--- config.mk ---
export PLATFORM = sky130hd
export DESIGN_NAME = mp_update_scheduler_flat
export DESIGN_NICKNAME = d
export VERILOG_FILES = /design/src/rtl/mp_update_scheduler_if.sv /design/src/rtl/mp_update_scheduler.sv /design/src/flat_wrapper.sv
export SDC_FILE = /design/constraint.sdc
export NUM_CORES = 1
export LEC_CHECK = 0
export ABC_AREA = 1
export ABC_CLOCK_PERIOD_IN_PS = 1570
export BUFFER_PORTS_ARGS = -buffer_cell sky130_fd_sc_hd__buf_2
export CAP_MARGIN = 20
export CORE_ASPECT_RATIO = 1.75
export CORE_MARGIN = 10
export CORE_UTILIZATION = 43
export DETAILED_ROUTE_END_ITERATION = 12
export PLACE_DENSITY = 0.8
export SYNTH_ARGS = -nofsm -noshare
export SYNTH_HDL_FRONTEND = slang
export SYNTH_SLANG_ARGS = --single-unit
--- constraint.sdc ---
create_clock -name clk -period 1.57 [get_ports clk]
set_clock_uncertainty 0.05 [all_clocks]
set_input_delay 0.314 -clock clk [delete_from_list [all_inputs] [get_ports clk]]
set_output_delay 0.314 -clock clk [all_outputs]
set_load 0.05 [all_outputs]
--- src/rtl/mp_update_scheduler_if.sv ---
// Bus bundle between the MP update scheduler and its neighbours:
// the MP memory, the adder/threshold unit and the NoC packet injector.
// The master modport is the scheduler side, the slave modport the environment side.
interface mp_update_scheduler_if #(
  parameter int WIDTH = 8,
  parameter int IDX_W = 5,
  parameter int PKT_W = 39
);
  logic             mem_rd_en;
  logic [IDX_W-1:0] mem_rd_addr;
  logic [WIDTH-1:0] mem_rd_data;
  logic             mem_wr_en;
  logic [IDX_W-1:0] mem_wr_addr;
  logic [WIDTH-1:0] mem_wr_data;
  logic             add_req_vld;
  logic             add_req_rdy;
  logic [WIDTH-1:0] add_req_mp;
  logic             add_rsp_vld;
  logic             add_rsp_rdy;
  logic [WIDTH:0]   add_rsp_data;
  logic             pkt_vld;
  logic             pkt_rdy;
  logic [PKT_W-1:0] pkt_data;

  modport master (
    output mem_rd_en, mem_rd_addr,
    input  mem_rd_data,
    output mem_wr_en, mem_wr_addr, mem_wr_data,
    output add_req_vld, add_req_mp,
    input  add_req_rdy,
    input  add_rsp_vld, add_rsp_data,
    output add_rsp_rdy,
    output pkt_vld, pkt_data,
    input  pkt_rdy
  );

  modport slave (
    input  mem_rd_en, mem_rd_addr,
    output mem_rd_data,
    input  mem_wr_en, mem_wr_addr, mem_wr_data,
    input  add_req_vld, add_req_mp,
    output add_req_rdy,
    output add_rsp_vld, add_rsp_data,
    input  add_rsp_rdy,
    input  pkt_vld, pkt_data,
    output pkt_rdy
  );
endinterface

--- src/rtl/mp_update_scheduler.sv ---
// Membrane-potential update scheduler: sweeps all neurons once per start,
// reading each MP, passing it through the adder/threshold unit, writing the
// new MP back and packing spikes into frames sent as op=1 NoC packets.
// Optional build macro SKIP_ZERO_FRAME_EN: when defined, all-zero spike
// frames are not sent and the sweep continues directly.
module mp_update_scheduler #(
  parameter int WIDTH       = 8,
  parameter int NUM_NEURONS = 25,
  parameter int SPK_W       = 5,
  parameter int ADDR_W      = 4,
  parameter int OP_W        = 2,
  parameter int PKT_W       = 39,
  parameter logic [ADDR_W-1:0] SRC_ADDR  = 4'd0,
  parameter logic [ADDR_W-1:0] DEST_ADDR = 4'd1
) (
  input  logic clk,
  input  logic rst_n,
  input  logic start,
  output logic busy,
  output logic done,
  mp_update_scheduler_if.master bus
);

  localparam int IDX_W = $clog2(NUM_NEURONS);
  localparam int FC_W  = (SPK_W > 1) ? $clog2(SPK_W) : 1;
  localparam int PAD_W = PKT_W - SPK_W - OP_W - 2 * ADDR_W;
  localparam logic [IDX_W-1:0] LAST_IDX = IDX_W'(NUM_NEURONS - 1);
  localparam logic [FC_W-1:0]  LAST_FC  = FC_W'(SPK_W - 1);
  localparam logic [OP_W-1:0]  OP_SPIKE = OP_W'(1);

  typedef enum logic [2:0] {
    S_IDLE, S_READ, S_CAPT, S_REQ, S_RSP, S_WB, S_SEND, S_DONE
  } state_t;

  state_t            r_state;
  state_t            w_nextState;
  logic [IDX_W-1:0]  r_idx;
  logic [FC_W-1:0]   r_frameCnt;
  logic [SPK_W-1:0]  r_frame;
  logic [WIDTH-1:0]  r_mp;
  logic [WIDTH-1:0]  r_newMp;
  logic              r_spike;
  logic [SPK_W-1:0]  w_frameNext;
  logic              w_lastIdx;
  logic              w_lastSlot;
  logic              w_skipZero;

  assign w_lastIdx  = (r_idx == LAST_IDX);
  assign w_lastSlot = (r_frameCnt == LAST_FC);

  // Frame contents as they will be after the current neuron's spike is stored
  always_comb begin
    w_frameNext = r_frame;
    w_frameNext[r_frameCnt] = r_spike;
  end

`ifdef SKIP_ZERO_FRAME_EN
  assign w_skipZero = (w_frameNext == '0);
`else
  assign w_skipZero = 1'b0;
`endif

  // State register; an async reset abandons any sweep in progress
  always_ff @(posedge clk or negedge rst_n) begin
    if (!rst_n) begin
      r_state <= S_IDLE;
    end else begin
      r_state <= w_nextState;
    end
  end

  // Next-state decode and all outputs; every output is zero outside its own state
  always_comb begin
    w_nextState     = r_state;
    busy            = 1'b0;
    done            = 1'b0;
    bus.mem_rd_en   = 1'b0;
    bus.mem_rd_addr = '0;
    bus.mem_wr_en   = 1'b0;
    bus.mem_wr_addr = '0;
    bus.mem_wr_data = '0;
    bus.add_req_vld = 1'b0;
    bus.add_req_mp  = '0;
    bus.add_rsp_rdy = 1'b0;
    bus.pkt_vld     = 1'b0;
    bus.pkt_data    = '0;
    case (r_state)
      S_IDLE: begin
        if (start) w_nextState = S_READ;
      end
      S_READ: begin
        busy            = 1'b1;
        bus.mem_rd_en   = 1'b1;
        bus.mem_rd_addr = r_idx;
        w_nextState     = S_CAPT;
      end
      S_CAPT: begin
        busy        = 1'b1;
        w_nextState = S_REQ;
      end
      S_REQ: begin
        busy            = 1'b1;
        bus.add_req_vld = 1'b1;
        bus.add_req_mp  = r_mp;
        if (bus.add_req_rdy) w_nextState = S_RSP;
      end
      S_RSP: begin
        busy            = 1'b1;
        bus.add_rsp_rdy = 1'b1;
        if (bus.add_rsp_vld) w_nextState = S_WB;
      end
      S_WB: begin
        busy            = 1'b1;
        bus.mem_wr_en   = 1'b1;
        bus.mem_wr_addr = r_idx;
        bus.mem_wr_data = r_newMp;
        if (w_lastSlot || w_lastIdx) begin
          if (w_skipZero) begin
            w_nextState = w_lastIdx ? S_DONE : S_READ;
          end else begin
            w_nextState = S_SEND;
          end
        end else begin
          w_nextState = S_READ;
        end
      end
      S_SEND: begin
        busy         = 1'b1;
        bus.pkt_vld  = 1'b1;
        bus.pkt_data = {{PAD_W{1'b0}}, r_frame, OP_SPIKE, SRC_ADDR, DEST_ADDR};
        if (bus.pkt_rdy) w_nextState = w_lastIdx ? S_DONE : S_READ;
      end
      S_DONE: begin
        done        = 1'b1;
        w_nextState = S_IDLE;
      end
      default: w_nextState = S_IDLE;
    endcase
  end

  // Datapath: neuron index, frame slot, spike frame and the captured MP/response
  always_ff @(posedge clk or negedge rst_n) begin
    if (!rst_n) begin
      r_idx      <= '0;
      r_frameCnt <= '0;
      r_frame    <= '0;
      r_mp       <= '0;
      r_newMp    <= '0;
      r_spike    <= 1'b0;
    end else begin
      case (r_state)
        S_IDLE: begin
          if (start) begin
            r_idx      <= '0;
            r_frameCnt <= '0;
            r_frame    <= '0;
          end
        end
        S_CAPT: r_mp <= bus.mem_rd_data;
        S_RSP: begin
          if (bus.add_rsp_vld) {r_spike, r_newMp} <= bus.add_rsp_data;
        end
        S_WB: begin
          r_frame <= w_frameNext;
          if (w_lastSlot || w_lastIdx) begin
            if (w_skipZero) begin
              r_frameCnt <= '0;
              if (!w_lastIdx) r_idx <= r_idx + IDX_W'(1);
            end
          end else begin
            r_idx      <= r_idx + IDX_W'(1);
            r_frameCnt <= r_frameCnt + FC_W'(1);
          end
        end
        S_SEND: begin
          if (bus.pkt_rdy) begin
            r_frame    <= '0;
            r_frameCnt <= '0;
            if (!w_lastIdx) r_idx <= r_idx + IDX_W'(1);
          end
        end
        S_DONE: begin
          r_idx      <= '0;
          r_frameCnt <= '0;
          r_frame    <= '0;
        end
        default: ;
      endcase
    end
  end

endmodule

--- src/flat_wrapper.sv ---
// flat-port wrapper written by rule: the top's interface ports become plain ports
module mp_update_scheduler_flat 
#(
  parameter int WIDTH       = 8,
  parameter int NUM_NEURONS = 25,
  parameter int SPK_W       = 5,
  parameter int ADDR_W      = 4,
  parameter int OP_W        = 2,
  parameter int PKT_W       = 39,
  parameter logic [ADDR_W-1:0] SRC_ADDR  = 4'd0,
  parameter logic [ADDR_W-1:0] DEST_ADDR = 4'd1
)
  (clk, rst_n, start, busy, done, bus_mem_rd_en, bus_mem_rd_addr, bus_mem_rd_data, bus_mem_wr_en, bus_mem_wr_addr, bus_mem_wr_data, bus_add_req_vld, bus_add_req_mp, bus_add_req_rdy, bus_add_rsp_vld, bus_add_rsp_data, bus_add_rsp_rdy, bus_pkt_vld, bus_pkt_data, bus_pkt_rdy);
  mp_update_scheduler_if #(.WIDTH(WIDTH), .IDX_W((5)), .PKT_W(PKT_W)) bus_i ();
  input  logic clk;
  input  logic rst_n;
  input  logic start;
  output logic busy;
  output logic done;
  output wire logic [$bits(bus_i.mem_rd_en)-1:0] bus_mem_rd_en;
  output wire logic [$bits(bus_i.mem_rd_addr)-1:0] bus_mem_rd_addr;
  input wire logic [$bits(bus_i.mem_rd_data)-1:0] bus_mem_rd_data;
  output wire logic [$bits(bus_i.mem_wr_en)-1:0] bus_mem_wr_en;
  output wire logic [$bits(bus_i.mem_wr_addr)-1:0] bus_mem_wr_addr;
  output wire logic [$bits(bus_i.mem_wr_data)-1:0] bus_mem_wr_data;
  output wire logic [$bits(bus_i.add_req_vld)-1:0] bus_add_req_vld;
  output wire logic [$bits(bus_i.add_req_mp)-1:0] bus_add_req_mp;
  input wire logic [$bits(bus_i.add_req_rdy)-1:0] bus_add_req_rdy;
  input wire logic [$bits(bus_i.add_rsp_vld)-1:0] bus_add_rsp_vld;
  input wire logic [$bits(bus_i.add_rsp_data)-1:0] bus_add_rsp_data;
  output wire logic [$bits(bus_i.add_rsp_rdy)-1:0] bus_add_rsp_rdy;
  output wire logic [$bits(bus_i.pkt_vld)-1:0] bus_pkt_vld;
  output wire logic [$bits(bus_i.pkt_data)-1:0] bus_pkt_data;
  input wire logic [$bits(bus_i.pkt_rdy)-1:0] bus_pkt_rdy;
  assign bus_mem_rd_en = bus_i.mem_rd_en;
  assign bus_mem_rd_addr = bus_i.mem_rd_addr;
  assign bus_i.mem_rd_data = bus_mem_rd_data;
  assign bus_mem_wr_en = bus_i.mem_wr_en;
  assign bus_mem_wr_addr = bus_i.mem_wr_addr;
  assign bus_mem_wr_data = bus_i.mem_wr_data;
  assign bus_add_req_vld = bus_i.add_req_vld;
  assign bus_add_req_mp = bus_i.add_req_mp;
  assign bus_i.add_req_rdy = bus_add_req_rdy;
  assign bus_i.add_rsp_vld = bus_add_rsp_vld;
  assign bus_i.add_rsp_data = bus_add_rsp_data;
  assign bus_add_rsp_rdy = bus_i.add_rsp_rdy;
  assign bus_pkt_vld = bus_i.pkt_vld;
  assign bus_pkt_data = bus_i.pkt_data;
  assign bus_i.pkt_rdy = bus_pkt_rdy;
  mp_update_scheduler #(.WIDTH(WIDTH), .NUM_NEURONS(NUM_NEURONS), .SPK_W(SPK_W), .ADDR_W(ADDR_W), .OP_W(OP_W), .PKT_W(PKT_W), .SRC_ADDR(SRC_ADDR), .DEST_ADDR(DEST_ADDR)) u_core (.clk(clk), .rst_n(rst_n), .start(start), .busy(busy), .done(done), .bus(bus_i));
endmodule
==> flow_metrics.env, run 1 <==
export IMPL_overflow=0
export IMPL_core_area_sq_um=5020
export IMPL_yosysWarnings=0
export IMPL_hold_viol=0
export IMPL_portBuffers=62
export IMPL_initialDrtViolationCount=156
export IMPL_ys_flop_type="dfrtp_1"
export IMPL_area_growth_pct=52.2
export IMPL_vias_per_cell=4.87
export IMPL_clock_fmax_ghz=0.560
export IMPL_r2r_end="u_core.r_idx[2]$_DFFE_PN0P_"
export IMPL_clock_latency_ns=0.28
export IMPL_p_clk_frac=0.111
export IMPL_cts_tree="yes"
export IMPL_cts_buffers=5
export IMPL_rows=34
export IMPL_yosys_top_cells_area="dfrtp_1 37%, buf_4 12%, nand2_1 12%, nor2_1 9.6%, inv_1 6.9%"
export IMPL_antenna_found_initial=0
export IMPL_p_leak_nw=1.79
export IMPL_async_flop_share=1.00
export IMPL_cp_required_ns=1.21
export IMPL_synth_edf_count=0
export IMPL_dr_total_vias=2254
export IMPL_grt_pass1_wl_um=10200
export IMPL_gp_congestion=0.831
export IMPL_grt_pass1_vias=2238
export IMPL_postLayoutCellArea_sq_um=3400
export IMPL_slew_viol_final=0
export IMPL_arrival_ns=1.42
export IMPL_ys_top_cells_by_count="71 x nand2_1, 57 x nor2_1, 41 x inv_1"
export IMPL_end_kind="primary output"
export IMPL_hpwl_um=4630
export IMPL_ir_worst_vdd_uv=966
export IMPL_clock_sinks=33
export IMPL_status="finished, violations left"
export IMPL_clkSlewWorstSetupHoldPaths_ns=0.07
export IMPL_internal_power_w=0.00275
export IMPL_gr_usage_all_layers=0.149
export IMPL_synth_distinct_cells=25
export IMPL_worstHoldPathType="in2async"
export IMPL_final_cells=463
export IMPL_dr_pass1_iters=4
export IMPL_critical_path_class="reg2out"
export IMPL_avgRoutedWirePerCell_um=15.1
export IMPL_r2r_cells=8
export IMPL_drc=0
export IMPL_drive_above_1_share=0.413
export IMPL_synth_largest_area_cell="dfrtp_1"
export IMPL_period_share=1.14
export IMPL_maxCapViolations=0
export IMPL_p_per_area_nw_per_um2=1630
export IMPL_dp_slack_ns=-0.0180
export IMPL_initial_core_util=0.445
export IMPL_r2r_start="u_core.r_state[1]$_DFFE_PN0P_"
export IMPL_rsz0062_at_grt="true"
export IMPL_synth_top_area_share=0.370
export IMPL_root_buffer="clkbuf_8"
export IMPL_wirelength_um=6980
export IMPL_p_total_w=0.00556
export IMPL_postRouteAntennaNets=0
export IMPL_grt_start_max_net_pins=34
export IMPL_yosysSeqAreaShare=0.370
export IMPL_antenna_cells=0
export IMPL_final_nets=435
export IMPL_synth_most_common_cell="nand2_1"
export IMPL_cts_htree_levels=2
export IMPL_rrSetupSlack_ns=-0.11
export IMPL_seq_power_share=0.239
export IMPL_die_height_um=115
export IMPL_ys_ff_latch=33
export IMPL_finalSetupViolCount=53
export IMPL_power_switching_w=0.00281
export IMPL_die_area_sq_um=8590
export IMPL_dp_cells=444
export IMPL_syn_area_sq_um=2230
export IMPL_period_needed_ns=1.79
export IMPL_post_dp_cell_area_sq_um=2750
export IMPL_crit_path_max_fanout=7
export IMPL_switching_share=0.506
export IMPL_tns_ns=-7.44
export IMPL_cp_start_kind="register"
export IMPL_clk_path_buf_depth=2
export IMPL_syn_avg_cell_area_sq_um=7.09
export IMPL_pin_count=95
export IMPL_syn_inst=315
export IMPL_worst_slack_ns=-0.216
export IMPL_comb_power_share=0.650
export IMPL_violations="negative setup slack"
export IMPL_dieWidth_um=74.5
[flip-flops by register name (all words and copies together) (netlist names)]
signal	cells
u_core.r_idx	5
u_core.r_frame	5
u_core.r_state	3
u_core.r_spike	1
u_core.r_newMp	8
u_core.r_mp	8
u_core.r_frameCnt	3
[logic make-up (layout without fill, tap and decap cells)]
logic type / count (synthesis) / after routing / share of synthesized area
buffers and inverters: 93 / 156 / 0.233
adders and majority gates: 4 / 4 / 0.0224
other: 1 / 32 / 0.00168
and+or+nand+nor: 163 / 163 / 0.318
DFF: 33 / 33 / 0.370
xor gates and xnor gates: 2 / 2 / 0.00785
AOI/OAI and AO/OA: 19 / 19 / 0.0476
[worst max path at each step]
stage / start / to / slack, ns / cells past startpoint
after global placement: u_core.r_state[1]$_DFFE_PN0P_ / u_core.r_frame[1]$_DFFE_PN0P_ / -0.02 / 9
after floorplan: u_core.r_state[1]$_DFFE_PN0P_ / bus_mem_wr_data[2] / -0.14 / 5
after CTS: u_core.r_state[2]$_DFFE_PN0P_ / bus_pkt_data[8] / -0.19 / 4
after detailed placement: u_core.r_state[1]$_DFFE_PN0P_ / u_core.r_frame[0]$_DFFE_PN0P_ / -0.02 / 9
after global routing: u_core.r_state[0]$_DFFE_PN0P_ / busy / -0.29 / 5
final: u_core.r_state[1]$_DFFE_PN0P_ / bus_mem_wr_data[4] / -0.22 / 5
[worst max-delay path, stage by stage (launching register included)]
cell and delay, ns:
dfrtp_2 0.47, inv_4 0.10, nand3_4 0.11, buf_12 0.18, nor2_4 0.12, buf_8 0.15
[per-stage QoR]
stage / util / hold slack, ns
floorplan: - / -0.0316
global placement: 0.548 / 0.313
detailed placement: 0.548 / 0.323
CTS: 0.648 / 0.0121
global route: 0.677 / 0.0272
finish: 0.677 / 0.00482
[placed cells by master, fill, tap and decap left out, types with 6 or more instances in the layout]
| cell | Yosys | routed |
|---|---|---|
| buf_8 | 0 | 17 |
| inv_1 | 41 | 39 |
| nor2_2 | 2 | 8 |
| nor2_4 | 1 | 26 |
| nor2_1 | 57 | 26 |
| nand3_1 | 17 | 14 |
| a21oi_1 | 17 | 17 |
| nand2_2 | 2 | 7 |
| buf_6 | 3 | 33 |
| buf_2 | 3 | 22 |
| conb_1 | 1 | 32 |
| buf_4 | 37 | 25 |
| nand4_1 | 6 | 6 |
| nand2_1 | 71 | 64 |
| dfrtp_1 | 33 | 30 |
[power groups by stage]
stage / combinational (W) / clock (W) / sequential (W)
finish: 0.00361 / 0.000618 / 0.00133
global route: 0.00386 / 0.000675 / 0.00136
CTS: 0.00333 / 0.000629 / 0.00131
detailed placement: 0.00283 / 0 / 0.00131
global placement: 0.00278 / 0 / 0.00130
floorplan: 0.00227 / 0 / 0.00125
[area by class of cell]
type	count	area [sq um]
clock buffers	6	72.6
clock inverters	2	10.0
fillers	378	1620
inverters	49	200
multi-input cells	220	1250
flip-flops and latches	33	830
well taps	54	67.6
repair buffers	99	965
[what timing repair did]
item	4_1_cts	5_1_grt
resized for setup	110	30
pin swaps	4	4
setup buffers	6	5
hold buffers	0	0
endpoints found under the hold margin	0	0
setup endpoints to repair	52	58
[routing by layer]
| metal | track usage | part of all wire | vias up |
|---|---|---|---|
| met5 | 0 | 0 | - |
| met4 | 0.0508 | 0.019 | 0 |
| met3 | 0.0388 | 0.067 | 13 |
| met2 | 0.279 | 0.57 | 85 |
| met1 | 0.152 | 0.34 | 1089 |
| li1 | - | - | 1067 |
No activity file was read; power rests on OpenSTA's default activity.
==> run 2: changes to the inputs <==
BUFFER_PORTS_ARGS = -buffer_cell sky130_fd_sc_hd__buf_4   (was -buffer_cell sky130_fd_sc_hd__buf_2)
==> run 2 against run 1 <==
The flow still finishes with violations (negative setup slack). Sequential power is essentially flat. Fmax shrank 0.49%. Largest cell class unchanged. Non-clock buffer count increased by 8. Critical endpoint is now bus_mem_wr_addr[1]. First-iteration DRC count fell by 19%. Cell count up 1.7%.
==> flow_metrics.env, run 2 (synthesized netlist as in run 1, its figures left out) <==
export IMPL_dieWidth_um=74.5
export IMPL_rows=34
export IMPL_clock_fmax_ghz=0.557
export IMPL_slew_viol_final=0
export IMPL_crit_chain="inv_4 -> nand3_4 -> buf_12 -> nor2_4 -> buf_8"
export IMPL_hold_viol=0
export IMPL_rsz0062_at_grt="true"
export IMPL_worstHoldPathType="in2reg"
export IMPL_gp_congestion=0.856
export IMPL_end_kind="primary output"
export IMPL_dr_pass1_iters=4
export IMPL_p_per_area_nw_per_um2=1680
export IMPL_finalSetupViolCount=55
export IMPL_critical_path_class="reg2out"
export IMPL_final_nets=443
export IMPL_clock_sinks=33
export IMPL_clkSlewWorstSetupHoldPaths_ns=0.08
export IMPL_cp_required_ns=1.21
export IMPL_dr_total_vias=2324
export IMPL_r2r_end="u_core.r_idx[3]$_DFFE_PN0P_"
export IMPL_layout_commonest_cell="buf_4"
export IMPL_dp_cells=440
export IMPL_root_buffer="clkbuf_8"
export IMPL_r2r_cells=10
export IMPL_initialDrtViolationCount=126
export IMPL_drc=0
export IMPL_ir_worst_vdd_uv=953
export IMPL_die_height_um=115
export IMPL_antenna_found_initial=0
export IMPL_area_growth_pct=64.6
export IMPL_p_leak_nw=1.87
export IMPL_holdWs_ns=0.218
export IMPL_overflow=0
export IMPL_antenna_cells=0
export IMPL_avgRoutedWirePerCell_um=16.4
export IMPL_crit_end="bus_mem_wr_addr[1]"
export IMPL_postLayoutCellArea_sq_um=3670
export IMPL_hpwl_um=4830
export IMPL_cp_startpoint="u_core.r_state[1]$_DFFE_PN0P_"
export IMPL_post_dp_cell_area_sq_um=2900
export IMPL_cp_slowest_stage_delay_ns=0.45
export IMPL_reg_top3="u_core.r_mp (8), u_core.r_newMp (8)"
export IMPL_postRouteAntennaNets=0
export IMPL_grt_start_max_net_pins=34
export IMPL_nFillCells=334
export IMPL_final_cell_mix="52 x buf_4, 48 x nand2_1, 38 x inv_1, 32 x conb_1, 31 x buf_6"
export IMPL_pin_count=95
export IMPL_portBuffers=62
export IMPL_drive_above_1_share=0.480
export IMPL_period_needed_ns=1.79
export IMPL_grt_pass1_wl_um=10500
export IMPL_cts_buffers=5
export IMPL_violations="negative setup slack"
export IMPL_core_area_sq_um=5020
export IMPL_worst_slack_ns=-0.225
export IMPL_wirelength_um=7730
export IMPL_cts_tree="yes"
export IMPL_period_share=1.14
export IMPL_final_cells=471
export IMPL_initial_core_util=0.445
export IMPL_arrival_ns=1.43
export IMPL_vias_per_cell=4.93
export IMPL_crit_path_max_fanout=7
export IMPL_clock_latency_ns=0.30
export IMPL_grt_pass1_vias=2319
export IMPL_tns_ns=-8.57
export IMPL_clk_path_buf_depth=2
export IMPL_post_route_util=0.732
export IMPL_r2r_start="u_core.r_state[0]$_DFFE_PN0P_"
export IMPL_maxCapViolations=0
export IMPL_cts_htree_levels=2
export IMPL_die_area_sq_um=8590
export IMPL_cp_slowest_cell="dfrtp_2"
export IMPL_gr_usage_all_layers=0.153
export IMPL_status="finished, violations left"
export IMPL_cp_start_kind="register"
export IMPL_rrSetupSlack_ns=-0.14
[run 2: changes by cell type in the layout (fill, tap and decap cells not counted), sizes merged]
| cell | change |
|---|---|
| clkbuf | -1 |
| dlygate4sd3 | +1 |
| clkinvlp | +1 |
| buf | +7 |
[run 2: how the worst min path moves through the flow]
stage	cells after the start	slack, ns	start	to
2_1_floorplan	0	-0.03	rst_n	u_core.r_frameCnt[0]$_DFFE_PN0P_
3_3_place_gp	1	0.23	rst_n	u_core.r_mp[4]$_DFFE_PN0P_
3_5_place_dp	1	0.24	rst_n	u_core.r_mp[1]$_DFFE_PN0P_
4_1_cts	3	0.22	bus_mem_rd_data[3]	u_core.r_mp[3]$_DFFE_PN0P_
5_1_grt	3	0.22	bus_add_rsp_data[4]	u_core.r_newMp[4]$_DFFE_PN0P_
6_report	3	0.22	bus_add_rsp_data[1]	u_core.r_newMp[1]$_DFFE_PN0P_
[run 2: final cells by class]
| cell class | instances | area (sq um) | area share |
|---|---|---|---|
| clock buffer | 5 | 68.8 | 0.0187 |
| tap | 54 | 67.6 | 0.0184 |
| timing repair buffer | 107 | 1110 | 0.303 |
| inverter | 49 | 198 | 0.0538 |
| sequential | 33 | 830 | 0.226 |
| clock inverter | 3 | 17.5 | 0.00477 |
| multi-input combinational | 220 | 1380 | 0.375 |
[run 2: through the flow]
step	worst slack (ns)	total power, W
floorplan	-0.142	0.00352
global placement	-0.0887	0.00421
detailed placement	-0.0965	0.00427
CTS	-0.200	0.00547
global route	-0.269	0.00648
finish	-0.225	0.00616
[run 2: routing by layer]
layer  track usage  part of all wire
met5             0                 0
met1         0.146              0.34
met4        0.0647             0.036
met3        0.0311             0.056
met2         0.298              0.57
[run 2: where the power goes]
part	internal (W)	switching (W)	total, W	leakage [nW]
clock	0.000306	0.000351	0.000657	0.0439
combinational	0.00159	0.00259	0.00418	1.43
sequential	0.00114	0.000194	0.00133	0.400
[run 2: what timing repair did]
item                                    4_1_cts  5_1_grt
endpoints found under the hold margin        33        0
gates resized for setup                      67       67
setup buffers                                10       12
hold buffers                                  1        0
gates cloned                                  0        0
pin swaps                                     4       20
endpoints found under the setup margin       48       65
[run 2: critical path: cells and delay by family (launching register included)]
family	cells	cell delay (ns)
simple gates	2	0.24
flops	1	0.45
buf+inv	3	0.43
==> run 3: changes to the inputs <==
CELL_PAD_IN_SITES_DETAIL_PLACEMENT = 0   (was not set)
CELL_PAD_IN_SITES_GLOBAL_PLACEMENT = 1   (was not set)
CORE_UTILIZATION = 30   (was 43)
PLACE_DENSITY = 0.81   (was 0.8)
==> run 3 against run 2 <==
The run still ends with negative setup slack left. Die area grew 33%. Cell area shrank 0.89%. Hold slack gained 0.0090 ns. Highest routed layer unchanged.
==> flow_metrics.env, run 3 (synthesized netlist as in run 1, its figures left out) <==
export IMPL_wirelength_um=6350
export IMPL_status="finished, violations left"
export IMPL_grt_pass1_wl_um=10400
export IMPL_tns_ns=-5.97
export IMPL_portBuffers=62
export IMPL_grt_start_max_net_pins=34
export IMPL_cts_tree="yes"
export IMPL_p_leak_nw=1.86
export IMPL_ir_worst_vdd_uv=940
export IMPL_clkSlewWorstSetupHoldPaths_ns=0.05
export IMPL_register_area_sq_um=828
export IMPL_clock_fmax_ghz=0.568
export IMPL_nFillCells=706
export IMPL_cp_slowest_cell="dfrtp_2"
export IMPL_worst_slack_ns=-0.192
export IMPL_critical_path_class="reg2out"
export IMPL_core_area_sq_um=7230
export IMPL_pin_count=95
export IMPL_slew_viol_final=0
export IMPL_period_needed_ns=1.76
export IMPL_final_cell_mix="63 x nand2_1, 48 x buf_4, 40 x buf_6, 39 x inv_1, 33 x nor2_4"
export IMPL_hpwl_um=4890
export IMPL_wl_met1_um=2360
export IMPL_initial_core_util=0.309
export IMPL_final_nets=440
export IMPL_final_cells=500
export IMPL_area_growth_pct=63.2
export IMPL_vias_per_cell=4.30
export IMPL_reg_top3="u_core.r_mp (8), u_core.r_newMp (8)"
export IMPL_clk_path_buf_depth=2
export IMPL_layout_commonest_cell="nand2_1"
export IMPL_dr_total_vias=2152
export IMPL_hold_viol=0
export IMPL_rows=41
export IMPL_cts_buffers=5
export IMPL_crit_path_max_fanout=5
export IMPL_multi_input_area_sq_um=1280
export IMPL_dp_cells=479
export IMPL_clock_latency_ns=0.27
export IMPL_rsz0062_at_grt="true"
export IMPL_die_area_sq_um=11400
export IMPL_dr_pass1_iters=4
export IMPL_wl_met3_um=327
export IMPL_period_share=1.12
export IMPL_finalSetupViolCount=49
export IMPL_cp_slowest_stage_delay_ns=0.44
export IMPL_arrival_ns=1.40
export IMPL_cp_start_kind="register"
export IMPL_gp_congestion=0.810
export IMPL_cp_required_ns=1.21
export IMPL_overflow=0
export IMPL_postRouteAntennaNets=0
export IMPL_wl_met2_um=3590
export IMPL_root_buffer="clkbuf_16"
export IMPL_end_kind="primary output"
export IMPL_dr_max_layer_used="met4"
export IMPL_clock_sinks=33
export IMPL_cts_htree_levels=2
export IMPL_dieWidth_um=85.2
export IMPL_drc=0
export IMPL_p_per_area_nw_per_um2=1620
export IMPL_antenna_cells=0
export IMPL_maxCapViolations=0
export IMPL_grt_pass1_vias=2350
export IMPL_gr_usage_all_layers=0.108
export IMPL_drive_above_1_share=0.423
export IMPL_die_height_um=134
export IMPL_worst_path_most_repeated_cell="buf_6"
export IMPL_avgRoutedWirePerCell_um=12.7
export IMPL_crit_chain="buf_6 -> nand3_4 -> buf_6 -> clkinvlp_4 -> buf_8"
export IMPL_antenna_found_initial=0
export IMPL_violations="negative setup slack"
export IMPL_worstHoldPathType="in2reg"
export IMPL_initialDrtViolationCount=45
run 3: cell types whose count changed in the layout (fill, tap and decap cells not counted), moves of 6 or more:
cell	previous run	this run
nand3_2	8	2
buf_6	31	40
nand2_1	48	63
nand2_2	18	9
buf_8	19	10
nand3_1	9	15
run 3: routing by layer:
| metal | track usage | vias to the layer above |
|---|---|---|
| met3 | 0.0291 | 7 |
| met2 | 0.208 | 61 |
| met5 | 0 | - |
| met1 | 0.105 | 1008 |
| li1 | - | 1076 |
| met4 | 0.0358 | 0 |
run 3: critical path: cells and delay by family, from the launching register on:
family / cells / cell delay [ns]
buffers and inverters: 4 / 0.57
AND/OR/NAND/NOR: 1 / 0.11
flip-flops: 1 / 0.44
run 3: path summary, 6_finish.rpt:
check                                               from                       endpoint  slack [ns]  cells past startpoint
min in group asynchronous                          rst_n  u_core.r_frame[4]$_DFFE_PN0P_        0.48                      2
min reg2reg                u_core.r_frame[3]$_DFFE_PN0P_  u_core.r_frame[3]$_DFFE_PN0P_        0.42                      2
max                        u_core.r_state[1]$_DFFE_PN0P_                bus_pkt_data[0]       -0.19                      5
min                                  bus_add_rsp_data[8]     u_core.r_spike$_DFFE_PN0P_        0.23                      3
max reg2reg                u_core.r_state[1]$_DFFE_PN0P_  u_core.r_state[2]$_DFFE_PN0P_       -0.03                      8
max in group asynchronous                          rst_n  u_core.r_state[1]$_DFFE_PN0P_        0.65                      2
run 3: cell type report:
type	count	area share
Sequential cell	33	0.227
Tap cell	86	0.0295
Clock buffer	5	0.0344
Multi-Input combinational cell	220	0.353
Inverter	49	0.0550
Timing Repair Buffer	104	0.296
Clock inverter	3	0.00481
run 3: stage by stage:
| stage | util | setup WS, ns | total power, W | cell area [sq um] | hold slack [ns] |
|---|---|---|---|---|---|
| 2_1_floorplan | - | -0.142 | 0.00352 | 2510 | -0.0316 |
| 3_5_place_dp | 0.412 | -0.0208 | 0.00436 | 2980 | 0.241 |
| 6_report | 0.504 | -0.192 | 0.00589 | 3640 | 0.227 |
| 3_3_place_gp | 0.412 | -0.00773 | 0.00432 | 2980 | 0.239 |
| 4_1_cts | 0.474 | -0.204 | 0.00564 | 3430 | 0.224 |
| 5_1_grt | 0.504 | -0.240 | 0.00632 | 3640 | 0.234 |
run 3: where the power goes:
part | switching, W | leakage [nW] | total (W) | internal (W)
Sequential | 0.000173 | 0.402 | 0.00131 | 0.00114
Combinational | 0.00227 | 1.38 | 0.00365 | 0.00139
Clock | 0.000351 | 0.0696 | 0.000932 | 0.000580
Total | 0.00279 | 1.86 | 0.00589 | 0.00310
run 3: timing repair:
action,CTS,global route
endpoints found under the setup margin,48,64
hold endpoints to repair,33,0
setup buffers,5,6
resized for setup,63,42
hold buffers,1,0
pin swaps,3,7
gates cloned,1,0
